`config.mk`:
```
export PLATFORM = sky130hd
export DESIGN_NAME = fft_sched
export DESIGN_NICKNAME = d
export VERILOG_FILES = /design/src/rtl/fft_sched_pkg.sv /design/src/rtl/fft_sched_tagq.sv /design/src/rtl/fft_sched.sv
export SDC_FILE = /design/constraint.sdc
export NUM_CORES = 1
export LEC_CHECK = 0
export BUFFER_PORTS_ARGS = -buffer_cell sky130_fd_sc_hd__buf_2
export CAP_MARGIN = 10
export CORE_MARGIN = 1
export CORE_UTILIZATION = 40
export DETAILED_ROUTE_END_ITERATION = 8
export GPL_TIMING_DRIVEN = 0
export HOLD_SLACK_MARGIN = 0.08
export PLACE_DENSITY = 0.68
export RECOVER_POWER = 100
export SETUP_SLACK_MARGIN = 0.4
export SYNTH_ARGS = -nofsm -noshare
export SYNTH_HDL_FRONTEND = slang
export SYNTH_SLANG_ARGS = --single-unit
```
`constraint.sdc`:
```
create_clock -name clock -period 4.8 [get_ports clock]
set_input_delay 0.24 -clock clock [delete_from_list [all_inputs] [get_ports clock]]
set_output_delay 0.24 -clock clock [all_outputs]
set_load 0.05 [all_outputs]
```
`src/rtl/fft_sched_pkg.sv`:
```
// fft_sched_pkg: shared state, tag type and frame-length helper for the FFT frame scheduler
package fft_sched_pkg;

   typedef enum logic [1:0] {IDLE, GRANT, FLUSH} state_t;

   typedef struct packed {
      logic is_real;
      logic id;
   } tag_t;

   function automatic int frame_len(input int log2n);
      return 1 << log2n;
   endfunction

endpackage

```
`src/rtl/fft_sched_tagq.sv`:
```
// fft_sched_tagq: frame-tag FIFO, preloaded on reset with PRIME non-real tags for the pipeline's priming frames
module fft_sched_tagq
   import fft_sched_pkg::*;
#(
   parameter int PRIME = 1,
   parameter int DEPTH = 8
) (
   input  logic clock,
   input  logic reset,
   input  logic push,
   input  tag_t push_tag,
   input  logic pop,
   output tag_t head,
   output logic full,
   output logic empty
);

   localparam int AW = $clog2(DEPTH);

   tag_t mem [DEPTH];
   logic [AW-1:0] wr_ptr, rd_ptr;
   logic [AW:0] count;
   logic do_push, do_pop;

   assign do_pop = pop && !empty;
   assign do_push = push && (!full || do_pop);
   assign full = count == (AW+1)'(DEPTH);
   assign empty = count == '0;
   assign head = mem[rd_ptr];

   // storage, pointers and occupancy; a pop on an empty queue is ignored
   always_ff @(posedge clock or posedge reset) begin
      if (reset) begin
         for (int i = 0; i < DEPTH; i++) mem[i] <= '0;
         wr_ptr <= AW'(PRIME);
         rd_ptr <= '0;
         count <= (AW+1)'(PRIME);
      end else begin
         if (do_push) begin
            mem[wr_ptr] <= push_tag;
            wr_ptr <= wr_ptr + AW'(1);
         end
         if (do_pop) rd_ptr <= rd_ptr + AW'(1);
         count <= count + (AW+1)'(do_push) - (AW+1)'(do_pop);
      end
   end

endmodule

```
`src/rtl/fft_sched.sv`:
```
// fft_sched: frame-level round-robin feeder and result tagger for an SDF FFT pipeline (FFT_SCHED_STATS_EN adds frame counters)
module fft_sched
   import fft_sched_pkg::*;
#(
   parameter int WIDTH = 16,
   parameter int LOG2N = 6,
   parameter int PRIME = 1,
   parameter int TAGQ_DEPTH = 8
) (
   input  logic             clock,
   input  logic             reset,
   input  logic             s0_valid,
   output logic             s0_ready,
   input  logic [WIDTH-1:0] s0_re,
   input  logic [WIDTH-1:0] s0_im,
   input  logic             s1_valid,
   output logic             s1_ready,
   input  logic [WIDTH-1:0] s1_re,
   input  logic [WIDTH-1:0] s1_im,
   output logic             fft_in_en,
   output logic [WIDTH-1:0] fft_in_re,
   output logic [WIDTH-1:0] fft_in_im,
   input  logic             fft_out_en,
   input  logic [WIDTH-1:0] fft_out_re,
   input  logic [WIDTH-1:0] fft_out_im,
   output logic             m_valid,
   output logic [WIDTH-1:0] m_re,
   output logic [WIDTH-1:0] m_im,
   output logic             m_id,
   output logic             m_last,
   output logic             busy,
   output logic [15:0]      stat_frames0,
   output logic [15:0]      stat_frames1
);

   localparam int N = frame_len(LOG2N);
   localparam logic [LOG2N-1:0] LAST = LOG2N'(N - 1);
   localparam int RW = $clog2(TAGQ_DEPTH + 1);

   state_t state, state_nx;
   logic rr, gid, win, accept, in_last, push, pop, full, empty, head_real;
   logic [LOG2N-1:0] in_cnt, out_cnt;
   logic [RW-1:0] real_cnt;
   tag_t head, push_tag;

   assign push = (accept || state == FLUSH) && in_cnt == '0;
   assign push_tag = '{is_real: state == GRANT, id: gid};
   assign pop = fft_out_en && out_cnt == LAST;
   assign head_real = !empty && head.is_real;
   assign busy = state != IDLE || real_cnt != '0;

   fft_sched_tagq #(.PRIME(PRIME), .DEPTH(TAGQ_DEPTH)) u_tagq (
      .clock(clock),
      .reset(reset),
      .push(push),
      .push_tag(push_tag),
      .pop(pop),
      .head(head),
      .full(full),
      .empty(empty)
   );

   // next state, frame winner and ready decode; only the granted requester sees ready
   always_comb begin
      state_nx = state;
      win = (s0_valid && s1_valid) ? rr : s1_valid;
      s0_ready = state == GRANT && !gid;
      s1_ready = state == GRANT && gid;
      accept = (s0_valid && s0_ready) || (s1_valid && s1_ready);
      in_last = in_cnt == LAST;
      if (state == IDLE && !full)
         state_nx = (s0_valid || s1_valid) ? GRANT : (real_cnt != '0) ? FLUSH : IDLE;
      else if ((accept || state == FLUSH) && in_last)
         state_nx = IDLE;
   end

   // state, grant ownership, input sample count and the registered sample into the pipeline
   always_ff @(posedge clock or posedge reset) begin
      if (reset) begin
         state <= IDLE;
         rr <= 1'b0;
         gid <= 1'b0;
         in_cnt <= '0;
         fft_in_en <= 1'b0;
         fft_in_re <= '0;
         fft_in_im <= '0;
      end else begin
         state <= state_nx;
         if (state == IDLE && state_nx == GRANT) begin
            gid <= win;
            rr <= !win;
         end
         if (accept || state == FLUSH) in_cnt <= in_cnt + LOG2N'(1);
         fft_in_en <= accept || state == FLUSH;
         fft_in_re <= accept ? (gid ? s1_re : s0_re) : '0;
         fft_in_im <= accept ? (gid ? s1_im : s0_im) : '0;
      end
   end

   // queued real-frame count, so flushing continues until every real frame has drained
   always_ff @(posedge clock or posedge reset) begin
      if (reset) real_cnt <= '0;
      else real_cnt <= real_cnt + RW'(push && push_tag.is_real) - RW'(pop && head_real);
   end

   // output sample count and result registers, gated by the head tag of the current output frame
   always_ff @(posedge clock or posedge reset) begin
      if (reset) begin
         out_cnt <= '0;
         m_valid <= 1'b0;
         m_last <= 1'b0;
         m_id <= 1'b0;
         m_re <= '0;
         m_im <= '0;
      end else begin
         if (fft_out_en) out_cnt <= out_cnt + LOG2N'(1);
         m_valid <= fft_out_en && head_real;
         m_last <= fft_out_en && head_real && out_cnt == LAST;
         m_id <= fft_out_en && head_real && head.id;
         m_re <= (fft_out_en && head_real) ? fft_out_re : '0;
         m_im <= (fft_out_en && head_real) ? fft_out_im : '0;
      end
   end

`ifdef FFT_SCHED_STATS_EN
   // completed grant frames per requester, wrapping at 2^16
   always_ff @(posedge clock or posedge reset) begin
      if (reset) begin
         stat_frames0 <= '0;
         stat_frames1 <= '0;
      end else if (state == GRANT && accept && in_last) begin
         if (gid) stat_frames1 <= stat_frames1 + 16'd1;
         else stat_frames0 <= stat_frames0 + 16'd1;
      end
   end
`else
   assign stat_frames0 = '0;
   assign stat_frames1 = '0;
`endif

endmodule

```
### Word level (Yosys, flattened, before mapping)

Cells that the tools add are included.
W data, S select, Z words.

* $add $sub $neg: 8
* $mul: 0
* div/mod/pow operators: 0
* order comparisons: 3
* equal/unequal tests: 6
* shift-type cells: 0
* multiplexer cells: 17
* bitwise operators: 2
* reduce and logical (&&, ||, !) cells: 33

Operators with widths (number)
* $mux W16: 6
* $logic_and A1 B1 Y1: 19
* $bwmux W16: 1
* $mux W2: 7
* $add A6 B1 Y6 const B: 2
* $eq A6 B6 Y1 const B: 2
* $add A4 B1 Y4: 2
* $ge A4 B4 Y1 const B: 2
* $not A3 Y4: 2
* $sub A4 B1 Y4: 2
* $add A3 B1 Y3 const B: 2
* $bmux W2 S3: 1
* $demux W2 S3: 1
* $logic_not A6 Y1: 1
* $logic_or A1 B1 Y1: 5
* $eq A2 B1 Y1 const B: 2
* $eq A4 B4 Y1 const B: 1
* $logic_not A1 Y1: 4
* $logic_not A4 Y1: 1
* $lt A4 B1 Y1 const B: 1
* $reduce_bool A4 Y1: 1
* $eq A2 B2 Y1 const B: 1
* $logic_not A2 Y1: 1
* $reduce_bool A2 Y1: 1
* $mux W1: 1

* register bits: 114
* latch bits: 0
* memory bits (writable): 0
* ROM bits: 0
* input bits: 101
* output and inout bits: 103
* logic and storage cells: 102
* memories kept: 0

### Longest topological paths before layout

Gate-level depths: netlist (run 1).

* depth in word-level cells: 10
* mapped depth: 12

### Cells and area by module

From an unflattened synthesis (run 1), not the netlist that was laid out.

* cell total of the unflattened synthesis: 422
* area total of the unflattened synthesis: 5147.4 µm²

By module, submodules not included
* fft_sched: instances 1, cells an instance 320, area an instance 3759.9 µm², sequential area each 2202.1 µm²
* fft_sched_tagq: instances 1, cells an instance 102, area an instance 1387.6 µm², sequential area each 653.1 µm²

### Least setup slack after synthesis (run 1)

No wires, ideal clock.

* path kind: register to register
* start point: register u_tagq.count[2]
* end point: register u_tagq.count[2]
* library setup time: 0.123 ns
* arrival time: 2.446 ns
* required time: 4.677 ns
* slack: 2.232 ns
* cell stages (with the launch flop): 12
* path buffers: 1
* clock period less this slack: 2.568 ns
* cells stage by stage: dfrtp_1 -> inv_1 -> ha_1 -> or3b_2 -> nand4_4 -> buf_6 -> inv_1 -> ha_1 -> inv_1 -> ha_1 -> fa_1 -> xor2_1

* word-level cells in the longest chain between the ends: 7

RTL lines
* start: declaration: line fft_sched_tagq.sv:22 `logic [AW:0] count;`
* start signal: assignment: line fft_sched_tagq.sv:37 `count <= (AW+1)'(PRIME);`
* start signal: assignment: line fft_sched_tagq.sv:44 `count <= count + (AW+1)'(do_push) - (AW+1)'(do_pop);`
* $logic_not A4 Y1 (*): line fft_sched_tagq.sv:28 `assign empty = count == '0;`
* $logic_not A1 Y1 (*): line fft_sched_tagq.sv:25 `assign do_pop = pop && !empty;`
* $logic_and A1 B1 Y1 (*): line fft_sched_tagq.sv:25
* net u_tagq.do_pop: line fft_sched_tagq.sv:23 `logic do_push, do_pop;`
* $logic_or A1 B1 Y1: line fft_sched_tagq.sv:26 `assign do_push = push && (!full || do_pop);`
* $logic_and A1 B1 Y1: line fft_sched_tagq.sv:26
* $add A4 B1 Y4: line fft_sched_tagq.sv:44
* $sub A4 B1 Y4 (*): line fft_sched_tagq.sv:44

The timed path passes the listed nets; every way through them passes the cells marked *.
A chain may end at the register's enable or synchronous reset.

==> results.py, run 1 <==
metrics = {
    "setup_path": {
        "cp-start-kind": "primary input",
        "reg2reg_slack_ps": 1680,
        "r2r-end": "real_cnt[3]",
        "crit_path_end_kind": "async pin",
        "crit_chain": "dlygate4sd3_1 > clkbuf_1 > clkinvlp_2 > clkbuf_2",
        "worstPathArrival_ps": 3400,
        "reg2reg_depth": 11,
        "max_stage_delay_ps": 1460,
        "crit_slowest_cell": "clkbuf_2",
        "crit_family": "buffers and inverters",
        "crit_fanout": 73,
        "rr_startpoint": "gid",
        "cp.required_ps": 4960,
        "cp_num_buf_inv": 4,
        "critPathKind": "in -> async",
    },
    "global_route": {
        "overflow": 0,
        "grt_pass1_vias": 4050,
        "antenna_found_initial": 0,
        "grt_max_degree": 74,
        "grt_pass1_wl_mm": 18.8,
        "grt_use_total": 0.183,
    },
    "die": {
        "core-area_um2": 12700,
        "fp.dieW_um": 116,
        "initial_core_util": 0.411,
        "die_area_um2": 13500,
        "die_y_um": 116,
        "rows": 41,
        "num_io_pins": 204,
    },
    "logic_synthesis": {
        "syn_inst": 414,
        "syn_area_um2": 5200,
        "synth_cell_types": 45,
        "ys_ff_latch": 114,
        "async_reset_ff_frac": 1.00,
        "synth_edf_count": 0,
        "syn_area_per_cell_um2": 12.6,
        "seq_area_frac_synth": 0.549,
        "yosys_most_used_dff": "dfrtp_1",
        "yosys_warnings": 0,
    },
    "power": {
        "power_frac_seq": 0.326,
        "total_power_mw": 4.11,
        "intPower_mw": 2.68,
        "p_leak_nw": 3.68,
        "ir_drop_mv": 0.258,
        "sw_frac_of_total": 0.349,
        "p_sw_mw": 1.44,
        "powerDensity_nw_per_um2": 560,
        "comb_power_share": 0.328,
        "clkPwrFrac": 0.345,
    },
    "routing": {
        "via_count": 3843,
        "drc": 0,
        "drt_wl_total_mm": 11.8,
        "drt.antenna.violating_nets": 0,
        "via_per_inst": 4.41,
        "routedWlPerCell_um": 13.5,
        "first_iter_violations": 136,
        "dr.pass1.iters": 4,
    },
    "place": {
        "portBuffers": 170,
        "place_congestion": 0.738,
        "dp_hpwl_mm": 7.87,
        "dp_cells": 788,
    },
    "sta": {
        "min_period_ps": 3240,
        "fin_crit_sh": 0.675,
        "max_slew.worst_pin.slew_ps": 1780,
        "setup_viol": 0,
        "tns_ps": 0,
        "slew_headroom": -0.186,
        "rsz0062_at_grt": "false",
        "drv_slew": 117,
        "report.final.hold_viol_count": 0,
        "fmax_ghz": 0.309,
        "skew_ps": 9.92,
    },
    "cells_and_area": {
        "drive_above_1_share": 0.261,
        "final_common_cell": "dfrtp_1",
        "final_cell_mix": "112 x dfrtp_1, 100 x buf_2, 94 x clkbuf_1",
        "fin_util": 0.580,
        "layout.cells.non_filler": 872,
        "n_antenna_cell": 0,
        "area_growth_syn_to_layout_pct": 41.1,
        "fin_nets": 806,
    },
    "clock_tree": {
        "root_buffer": "clkbuf_16",
        "worst_skew_pair.late_latency_ps": 400,
        "cts_made_buffers": 17,
        "clkSinkCount": 114,
        "cts_max_path_buffers": 2,
        "cts.clk_slew.worst_paths_ps": 50,
        "htreeDepth": 4,
        "cts_setup_buffers": 0,
        "cts_tree": "done",
    },
    "run_status": {
        "outcome": "finished, violations left",
        "violations": "capacitance limit, slew limit",
    },
    "worst_hold_path": {
        "min_to": "fft_in_re[13]",
        "hold_depth": 3,
        "hold_start": "s0_re[13]",
        "hold_class": "in -> reg",
    },
    "run": {
        "cap_violations": 2,
    },
}
[what timing repair did]
item	CTS	global route
endpoints found under the hold margin	86	0
setup endpoints to repair	0	0
resized for setup	0	0
hold buffers	52	0
[worst reg2reg max path, cell delays in order, from the launching register on]
cell,delay [ps]
dfrtp_1,320
clkbuf_1,370
mux2_2,410
a21boi_0,370
clkbuf_1,430
or3_1,190
ha_1,140
inv_1,70
ha_1,270
a21o_1,180
a21oi_1,160
xor2_1,160
[power by group through the flow]
stage | Clock, mW | Combinational [mW] | Sequential [mW]
after floorplan | 0 | 0.818 | 1.61
after global placement | 0 | 1.36 | 1.34
after detailed placement | 0 | 1.40 | 1.35
after CTS | 1.44 | 1.47 | 1.34
after global routing | 1.49 | 1.48 | 1.37
final | 1.42 | 1.35 | 1.34
[state kept, by name (all words and copies together), names as in the netlist]
| register | flops |
|---|---|
| rr | 1 |
| out_cnt | 6 |
| u_tagq.rd_ptr | 3 |
| m_valid | 1 |
| m_id | 1 |
| real_cnt | 4 |
| fft_in_en | 1 |
| state | 2 |
| m_last | 1 |
| m_re | 16 |
| u_tagq.mem | 16 |
| fft_in_im | 16 |
| m_im | 16 |
| in_cnt | 6 |
| u_tagq.count | 4 |
| gid | 1 |
| fft_in_re | 16 |
| u_tagq.wr_ptr | 3 |
[Yosys cell counts, drive strengths merged, types with 2 or more instances]
| cell type | number | area (um^2) |
|---|---|---|
| a2111oi | 8 | 170 |
| a21o | 2 | 15.0 |
| a21oi | 4 | 20.0 |
| a31oi | 2 | 12.5 |
| and2 | 33 | 206 |
| and3 | 3 | 18.8 |
| and4 | 2 | 20.0 |
| buf | 39 | 294 |
| clkbuf | 13 | 48.8 |
| dfrtp | 112 | 2800 |
| dfstp | 2 | 52.6 |
| fa | 2 | 40.0 |
| ha | 16 | 200 |
| inv | 17 | 63.8 |
| mux2 | 19 | 214 |
| mux2i | 34 | 340 |
| mux4 | 4 | 90.1 |
| nand2 | 15 | 56.3 |
| nand2b | 2 | 12.5 |
| nand3 | 2 | 10.0 |
| nand3b | 3 | 22.5 |
| nand4 | 5 | 46.3 |
| nor2 | 37 | 139 |
| nor2b | 2 | 12.5 |
| nor3 | 2 | 10.0 |
| nor3b | 2 | 15.0 |
| o21ai | 2 | 10.0 |
| or3 | 2 | 12.5 |
| or3b | 3 | 26.3 |
| xnor2 | 10 | 87.6 |
| xor2 | 8 | 70.1 |
[kinds of logic (layout without fill, tap and decap cells)]
family          after synthesis  in the layout  share of synthesized area
other cells                   1             32                   0.000721
fa+ha+maj                    18             18                     0.0462
flops                       114            114                      0.549
simple gates                114            114                      0.118
mux                          57             57                      0.124
xor+xnor                     18             18                     0.0303
compound gates               23             23                     0.0541
buf+inv                      69            324                     0.0781
[how the worst max path moves through the flow]
stage | from | to | slack, ps | cells past startpoint
2_1_floorplan | reset | fft_in_en | 1550 | 1
3_3_place_gp | reset | fft_in_im[9] | 420 | 2
3_5_place_dp | u_tagq.rd_ptr[0] | real_cnt[2] | 1930 | 10
4_1_cts | u_tagq.rd_ptr[0] | real_cnt[2] | 1890 | 10
5_1_grt | reset | in_cnt[4] | 930 | 4
6_report | reset | u_tagq.mem[11] | 1560 | 4
[through the flow]
step | worst slack, ps | hold slack (ps) | cell area (um^2)
2_1_floorplan | 1550 | 337 | 5320
3_3_place_gp | 423 | 448 | 6390
3_5_place_dp | 1930 | 321 | 6420
4_1_cts | 1890 | 80.6 | 7610
5_1_grt | 932 | 85.7 | 7340
6_report | 1560 | 92.6 | 7340
[per-layer routing]
layer	up-vias	global-route usage	wire [um]
li1	1866	-	-
met4	0	0.0667	182
met2	145	0.342	6140
met5	-	0	0
met3	18	0.0544	743
met1	1814	0.194	4690
[area by class of cell]
| class | instances | area, um^2 |
|---|---|---|
| inverter | 17 | 65.1 |
| fill | 1081 | 5330 |
| multi-input combinational | 262 | 1930 |
| clock inverter | 9 | 201 |
| clock buffer | 23 | 468 |
| sequential | 114 | 2860 |
| timing repair buffer | 223 | 1290 |
| tap | 172 | 215 |
| buffer | 52 | 318 |
Note: power is estimated with default switching activity, not from simulation.
==> run 2: changes to the inputs <==
--- a/config.mk
+++ b/config.mk
@@ -5,6 +5,7 @@
 export SDC_FILE = /design/constraint.sdc
 export NUM_CORES = 1
 export LEC_CHECK = 0
+export ABC_AREA = 1
 export BUFFER_PORTS_ARGS = -buffer_cell sky130_fd_sc_hd__buf_2
 export CAP_MARGIN = 10
 export CORE_MARGIN = 1
@@ -12,7 +13,7 @@
 export DETAILED_ROUTE_END_ITERATION = 8
 export GPL_TIMING_DRIVEN = 0
 export HOLD_SLACK_MARGIN = 0.08
-export PLACE_DENSITY = 0.68
+export PLACE_DENSITY = 0.67
 export RECOVER_POWER = 100
 export SETUP_SLACK_MARGIN = 0.4
 export SYNTH_ARGS = -nofsm -noshare
==> constraint.sdc (replaced) <==
create_clock -name clock -period 3 [get_ports clock]
set_input_delay 0.15 -clock clock [delete_from_list [all_inputs] [get_ports clock]]
set_output_delay 0.15 -clock clock [all_outputs]
set_load 0.05 [all_outputs]
==> results.py, run 2 <==
metrics = {
    "die": {
        "die_area_um2": 14300,
        "rows": 42,
        "fp.dieW_um": 120,
        "num_io_pins": 204,
        "initial_core_util": 0.414,
        "die_y_um": 120,
        "core-area_um2": 13400,
    },
    "logic_synthesis": {
        "syn_inst": 584,
        "synthMostInstantiatedCell": "nand2_1",
        "seq_area_frac_synth": 0.515,
        "syn_area_per_cell_um2": 9.50,
        "ys_ff_latch": 114,
        "async_reset_ff_frac": 1.00,
        "synth_compound_area_frac": 0.0516,
        "ys_top_cells_by_count": "145 x nand2_1, 112 x dfrtp_1, 63 x inv_1, 36 x a21oi_1, 34 x buf_4",
        "yosys_warnings": 0,
        "synth.area.top_cells": "dfrtp_1 51%, nand2_1 9.8%, nor2_4 5.9%",
        "syn_area_um2": 5550,
        "synth_cell_types": 33,
        "yosys_most_used_dff": "dfrtp_1",
        "synth_top_family_by_area": "simple AND/OR/NAND/NOR gates",
        "synth-xor-area-share": 0.0253,
        "synth_edf_count": 0,
        "synth-simple-area-share": 0.242,
        "synthMuxAreaShare": 0,
        "synth_fa_ha_area_frac": 0.0433,
        "synthDominantCellAreaShare": 0.505,
        "synth.largest_area_cell": "dfrtp_1",
    },
    "cells_and_area": {
        "area_growth_syn_to_layout_pct": 48.9,
        "fin_nets": 1030,
        "final_common_cell": "nand2_1",
        "drive_above_1_share": 0.235,
        "final_cell_mix": "147 x nand2_1, 112 x dfrtp_1, 101 x dlygate4sd3_1",
        "layout.cells.non_filler": 1103,
        "nFillCells": 1039,
    },
    "clock_tree": {
        "cts_max_path_buffers": 2,
        "cts.clk_slew.worst_paths_ps": 50,
        "htreeDepth": 4,
        "cts_made_buffers": 17,
        "root_buffer": "clkbuf_16",
        "clkSinkCount": 114,
        "worst_skew_pair.late_latency_ps": 410,
        "cts_tree": "done",
    },
    "routing": {
        "drt.antenna.violating_nets": 0,
        "met2_length_mm": 8.19,
        "wl_met3_mm": 1.06,
        "first_iter_violations": 359,
        "m1WireLength_mm": 6.29,
        "top_layer_used": "met4",
        "dr.pass1.iters": 5,
        "routedWlPerCell_um": 14.7,
        "via_per_inst": 4.64,
        "via_count": 5115,
        "drc": 0,
        "drt_wl_total_mm": 16.2,
    },
    "setup_path": {
        "crit_fanout": 10,
        "crit_path_end_kind": "flip-flop",
        "critPathKind": "reg -> reg",
        "rr_startpoint": "gid",
        "cp.required_ps": 3290,
        "setup.worst_path.start": "gid",
        "cp-start-kind": "flip-flop",
        "worstPathArrival_ps": 2960,
    },
    "sta": {
        "slew_headroom": 0.174,
        "rsz0062_at_grt": "false",
        "drv_slew": 0,
        "report.final.hold_viol_count": 0,
        "fmax_ghz": 0.375,
        "max_slew.worst_pin.slew_ps": 1240,
        "fin_crit_sh": 0.888,
        "setup_viol": 0,
        "tns_ps": 0,
        "skew_ps": 6.13,
        "min_period_ps": 2660,
    },
    "power": {
        "powerDensity_nw_per_um2": 912,
        "p_leak_nw": 4.33,
        "total_power_mw": 7.54,
        "ir_drop_mv": 0.453,
    },
    "global_route": {
        "grt_pass1_wl_mm": 25.4,
        "antenna_found_initial": 4,
        "grt_pass1_vias": 5241,
        "overflow": 0,
        "grt_max_degree": 37,
        "grt_use_total": 0.229,
    },
    "place": {
        "portBuffers": 170,
        "dp_cells": 964,
        "place_congestion": 0.824,
        "dp_hpwl_mm": 9.30,
    },
    "run_status": {
        "outcome": "finished clean",
    },
    "run": {
        "cap_violations": 0,
    },
    "worst_hold_path": {
        "hold_start": "rr",
        "hold_class": "reg -> reg",
    },
}
==> run 2: cell types whose count changed in the layout (fill, tap and decap cells not counted), sizes merged, moves of 8 or more <==
cell and delta:
a21oi +33, nand3 +16, and2 -33, nand2 +133
nand4 +22, a2111oi -8, mux2i -34, mux2 -19
nor2 +22, inv +52, buf +8, dlygate4sd3 +49
o21ai +11
==> run 2: power breakdown <==
part	total [mW]	internal (mW)	leakage [nW]	switching (mW)
Clock	2.06	1.38	0.304	0.680
Sequential	2.25	1.99	1.51	0.265
Combinational	3.22	0.944	2.52	2.28
==> run 2: per-layer routing <==
metal	vias up	global-route usage
li1	2432	-
met1	2409	0.254
met2	221	0.402
met3	53	0.0547
met4	0	0.124
met5	-	0
==> run 2: timing repair <==
action / 4_1_cts / 5_1_grt
endpoints found under the setup margin: 2 / 1
pin swaps: 1 / 1
hold endpoints to repair: 94 / 0
hold buffers: 101 / 0
setup buffers: 1 / 2
resized for setup: 0 / 1
==> run 2: logic make-up (layout without fill, tap and decap cells) <==
family	Yosys count	after routing
buffers and inverters	124	432
other	1	36
xor gates and xnor gates	16	16
AOI/OAI and AO/OA	52	52
and+or+nand+nor	259	259
DFF	114	114
adders and majority gates	18	18
==> run 2: stage by stage <==
stage               worst slack (ps)  instance area, um^2   util  hold slack, ps
floorplan                        562                 5670      -             256
global placement                 337                 6740  0.503             369
detailed placement               306                 6800  0.507             222
CTS                              443                 8430  0.629             338
global route                     194                 8260  0.617             487
finish                           335                 8260  0.617             480
==> run 2: final cells by class <==
| type | instances | area (um^2) | area share |
|---|---|---|---|
| Antenna cell | 4 | 10.0 | 0.00121 |
| Buffer | 54 | 353 | 0.0427 |
| Clock buffer | 21 | 480 | 0.0581 |
| Clock inverter | 10 | 131 | 0.0159 |
| Inverter | 70 | 267 | 0.0323 |
| Multi-Input combinational cell | 377 | 2110 | 0.255 |
| Sequential cell | 114 | 2860 | 0.346 |
| Tap cell | 176 | 220 | 0.0267 |
| Timing Repair Buffer | 277 | 1840 | 0.223 |
==> run 2: critical path, cell delays in order (launching register included) <==
cell and delay, ps:
dfrtp_1 350, clkbuf_1 190, inv_1 270, nand4_1 180, nand3_1 150, nand2_2 60, inv_2 80, buf_6 130
nand2_1 50, ha_1 290, inv_1 40, ha_1 200, fa_1 380, xor2_1 170
==> run 2: worst paths after layout <==
| path | endpoint | slack, ps | cells past startpoint |
|---|---|---|---|
| min reg2reg | rr | 480 | 2 |
| max | real_cnt[2] | 340 | 13 |
| min | rr | 480 | 2 |
| min in group asynchronous | m_im[3] | 510 | 3 |
| max in group asynchronous | fft_in_im[3] | 810 | 6 |
| max reg2reg | real_cnt[2] | 340 | 13 |
==> run 3: changes to the inputs <==
--- a/config.mk
+++ b/config.mk
@@ -9,11 +9,10 @@
 export BUFFER_PORTS_ARGS = -buffer_cell sky130_fd_sc_hd__buf_2
 export CAP_MARGIN = 10
 export CORE_MARGIN = 1
-export CORE_UTILIZATION = 40
+export CORE_UTILIZATION = 35
 export DETAILED_ROUTE_END_ITERATION = 8
 export GPL_TIMING_DRIVEN = 0
 export HOLD_SLACK_MARGIN = 0.08
-export PLACE_DENSITY = 0.67
 export RECOVER_POWER = 100
 export SETUP_SLACK_MARGIN = 0.4
 export SYNTH_ARGS = -nofsm -noshare
==> results.py, run 3 (same netlist as run 2, synthesis figures left out) <==
metrics = {
    "cells_and_area": {
        "layout.cells.non_filler": 1136,
        "final_common_cell": "nand2_1",
        "drive_above_1_share": 0.234,
        "fin_nets": 1028,
        "final_cell_mix": "146 x nand2_1, 112 x dfrtp_1, 100 x dlygate4sd3_1",
        "fin_util": 0.543,
        "area_growth_syn_to_layout_pct": 50.0,
        "fin_area_um2": 8320,
    },
    "setup_path": {
        "reg2reg_depth": 13,
        "setup.worst_path.start": "gid",
        "cp-start-kind": "flip-flop",
        "crit_slowest_cell": "fa_1",
        "reg2reg_slack_ps": 430,
        "max_stage_delay_ps": 380,
        "critPathKind": "reg -> reg",
        "crit_chain": "clkbuf_1 > inv_1 > nand4_1 > nand3_1 > nand2_2 > inv_2 > buf_6 > nand2_1 > ha_1 > inv_1 > ha_1 > fa_1 > xor2_1",
        "worstPathArrival_ps": 2860,
        "crit_fanout": 10,
        "crit_path_end_kind": "flip-flop",
        "r2r-end": "real_cnt[2]",
        "cp.required_ps": 3290,
        "rr_startpoint": "gid",
    },
    "power": {
        "sw_frac_of_total": 0.415,
        "p_sw_mw": 3.12,
        "powerDensity_nw_per_um2": 904,
        "power_frac_seq": 0.297,
        "p_leak_nw": 4.34,
        "ir_drop_mv": 0.345,
        "intPower_mw": 4.40,
        "total_power_mw": 7.52,
        "comb_power_share": 0.418,
        "clkPwrFrac": 0.285,
    },
    "routing": {
        "drt.antenna.violating_nets": 0,
        "drc": 0,
        "dr.pass1.iters": 6,
        "via_count": 4963,
        "drt_wl_total_mm": 14.5,
        "routedWlPerCell_um": 12.8,
        "first_iter_violations": 236,
        "via_per_inst": 4.37,
    },
    "global_route": {
        "antenna_found_initial": 3,
        "grt_pass1_wl_mm": 23.0,
        "overflow": 0,
        "grt_max_degree": 41,
        "grt_pass1_vias": 4819,
        "grt_use_total": 0.180,
    },
    "die": {
        "initial_core_util": 0.362,
        "die_y_um": 128,
        "rows": 45,
        "die_area_um2": 16400,
        "core-area_um2": 15300,
        "num_io_pins": 204,
        "fp.dieW_um": 128,
    },
    "worst_hold_path": {
        "hold_class": "reg -> reg",
        "min_to": "u_tagq.mem[11]",
        "hold_start": "u_tagq.mem[11]",
        "hold_depth": 2,
    },
    "clock_tree": {
        "cts.clk_slew.worst_paths_ps": 50,
        "clkSinkCount": 114,
        "root_buffer": "clkbuf_16",
        "htreeDepth": 4,
        "worst_skew_pair.late_latency_ps": 400,
        "cts_made_buffers": 17,
        "cts_tree": "done",
        "cts_max_path_buffers": 2,
    },
    "sta": {
        "skew_ps": 6.91,
        "report.final.hold_viol_count": 0,
        "drv_slew": 36,
        "max_slew.worst_pin.slew_ps": 1720,
        "setup_viol": 0,
        "tns_ps": 0,
        "fmax_ghz": 0.389,
        "fin_crit_sh": 0.857,
        "finalWorstSetupSlack_ps": 430,
        "hold_ws_ps": 466,
        "rsz0062_at_grt": "false",
        "min_period_ps": 2570,
        "slew_headroom": -0.156,
    },
    "run_status": {
        "violations": "capacitance limit, slew limit",
        "outcome": "finished, violations left",
    },
    "place": {
        "dp_hpwl_mm": 9.71,
        "place_congestion": 0.779,
        "dp_cells": 998,
        "portBuffers": 170,
        "post-place-ws_ps": 301,
        "placed_area_um2": 6820,
    },
    "run": {
        "cap_violations": 1,
    },
}
run 3: layout make-up:
type,count,area [um^2]
clock buffer,22,484
multi-input combinational,377,2110
timing repair buffer,275,1820
antenna,3,7.51
clock inverter,10,154
fill,1388,6990
inverter,70,267
sequential,114,2860
tap,211,264
buffer,54,353
run 3: how the worst max path moves through the flow:
stage                       end  cells after the start
global placement    real_cnt[2]                     13
detailed placement  real_cnt[2]                     13
finish              real_cnt[2]                     13
global route        real_cnt[2]                     13
floorplan           real_cnt[2]                     13
CTS                 real_cnt[2]                     13
run 3: critical path: cells and delay by family (launching register included):
| family | cells | cell delay (ps) |
|---|---|---|
| adder cells (fa/ha/maj) | 3 | 880 |
| buffers and inverters | 5 | 670 |
| AND/OR/NAND/NOR | 4 | 400 |
| flip-flops | 1 | 360 |
| XOR/XNOR | 1 | 160 |
run 3: power by group through the flow:
stage	Clock, mW	Sequential, mW	Combinational [mW]
after floorplan	0	2.95	1.65
after global placement	0	2.24	3.00
after detailed placement	0	2.25	3.03
after CTS	2.19	2.23	3.26
after global routing	2.25	2.28	3.41
final	2.14	2.24	3.14
run 3: timing repair:
item / 4_1_cts / 5_1_grt
hold endpoints to repair: 105 / 0
setup buffers: 1 / 2
endpoints found under the setup margin: 2 / 2
pin swaps: 1 / 1
resized for setup: 0 / 1
hold buffers: 100 / 0
run 3: metal layers:
metal,track usage,vias up,part of all wire
met5,0,-,0.00041
met4,0.108,2,0.036
met3,0.0447,38,0.062
met2,0.316,205,0.49
met1,0.198,2295,0.41
li1,-,2423,-
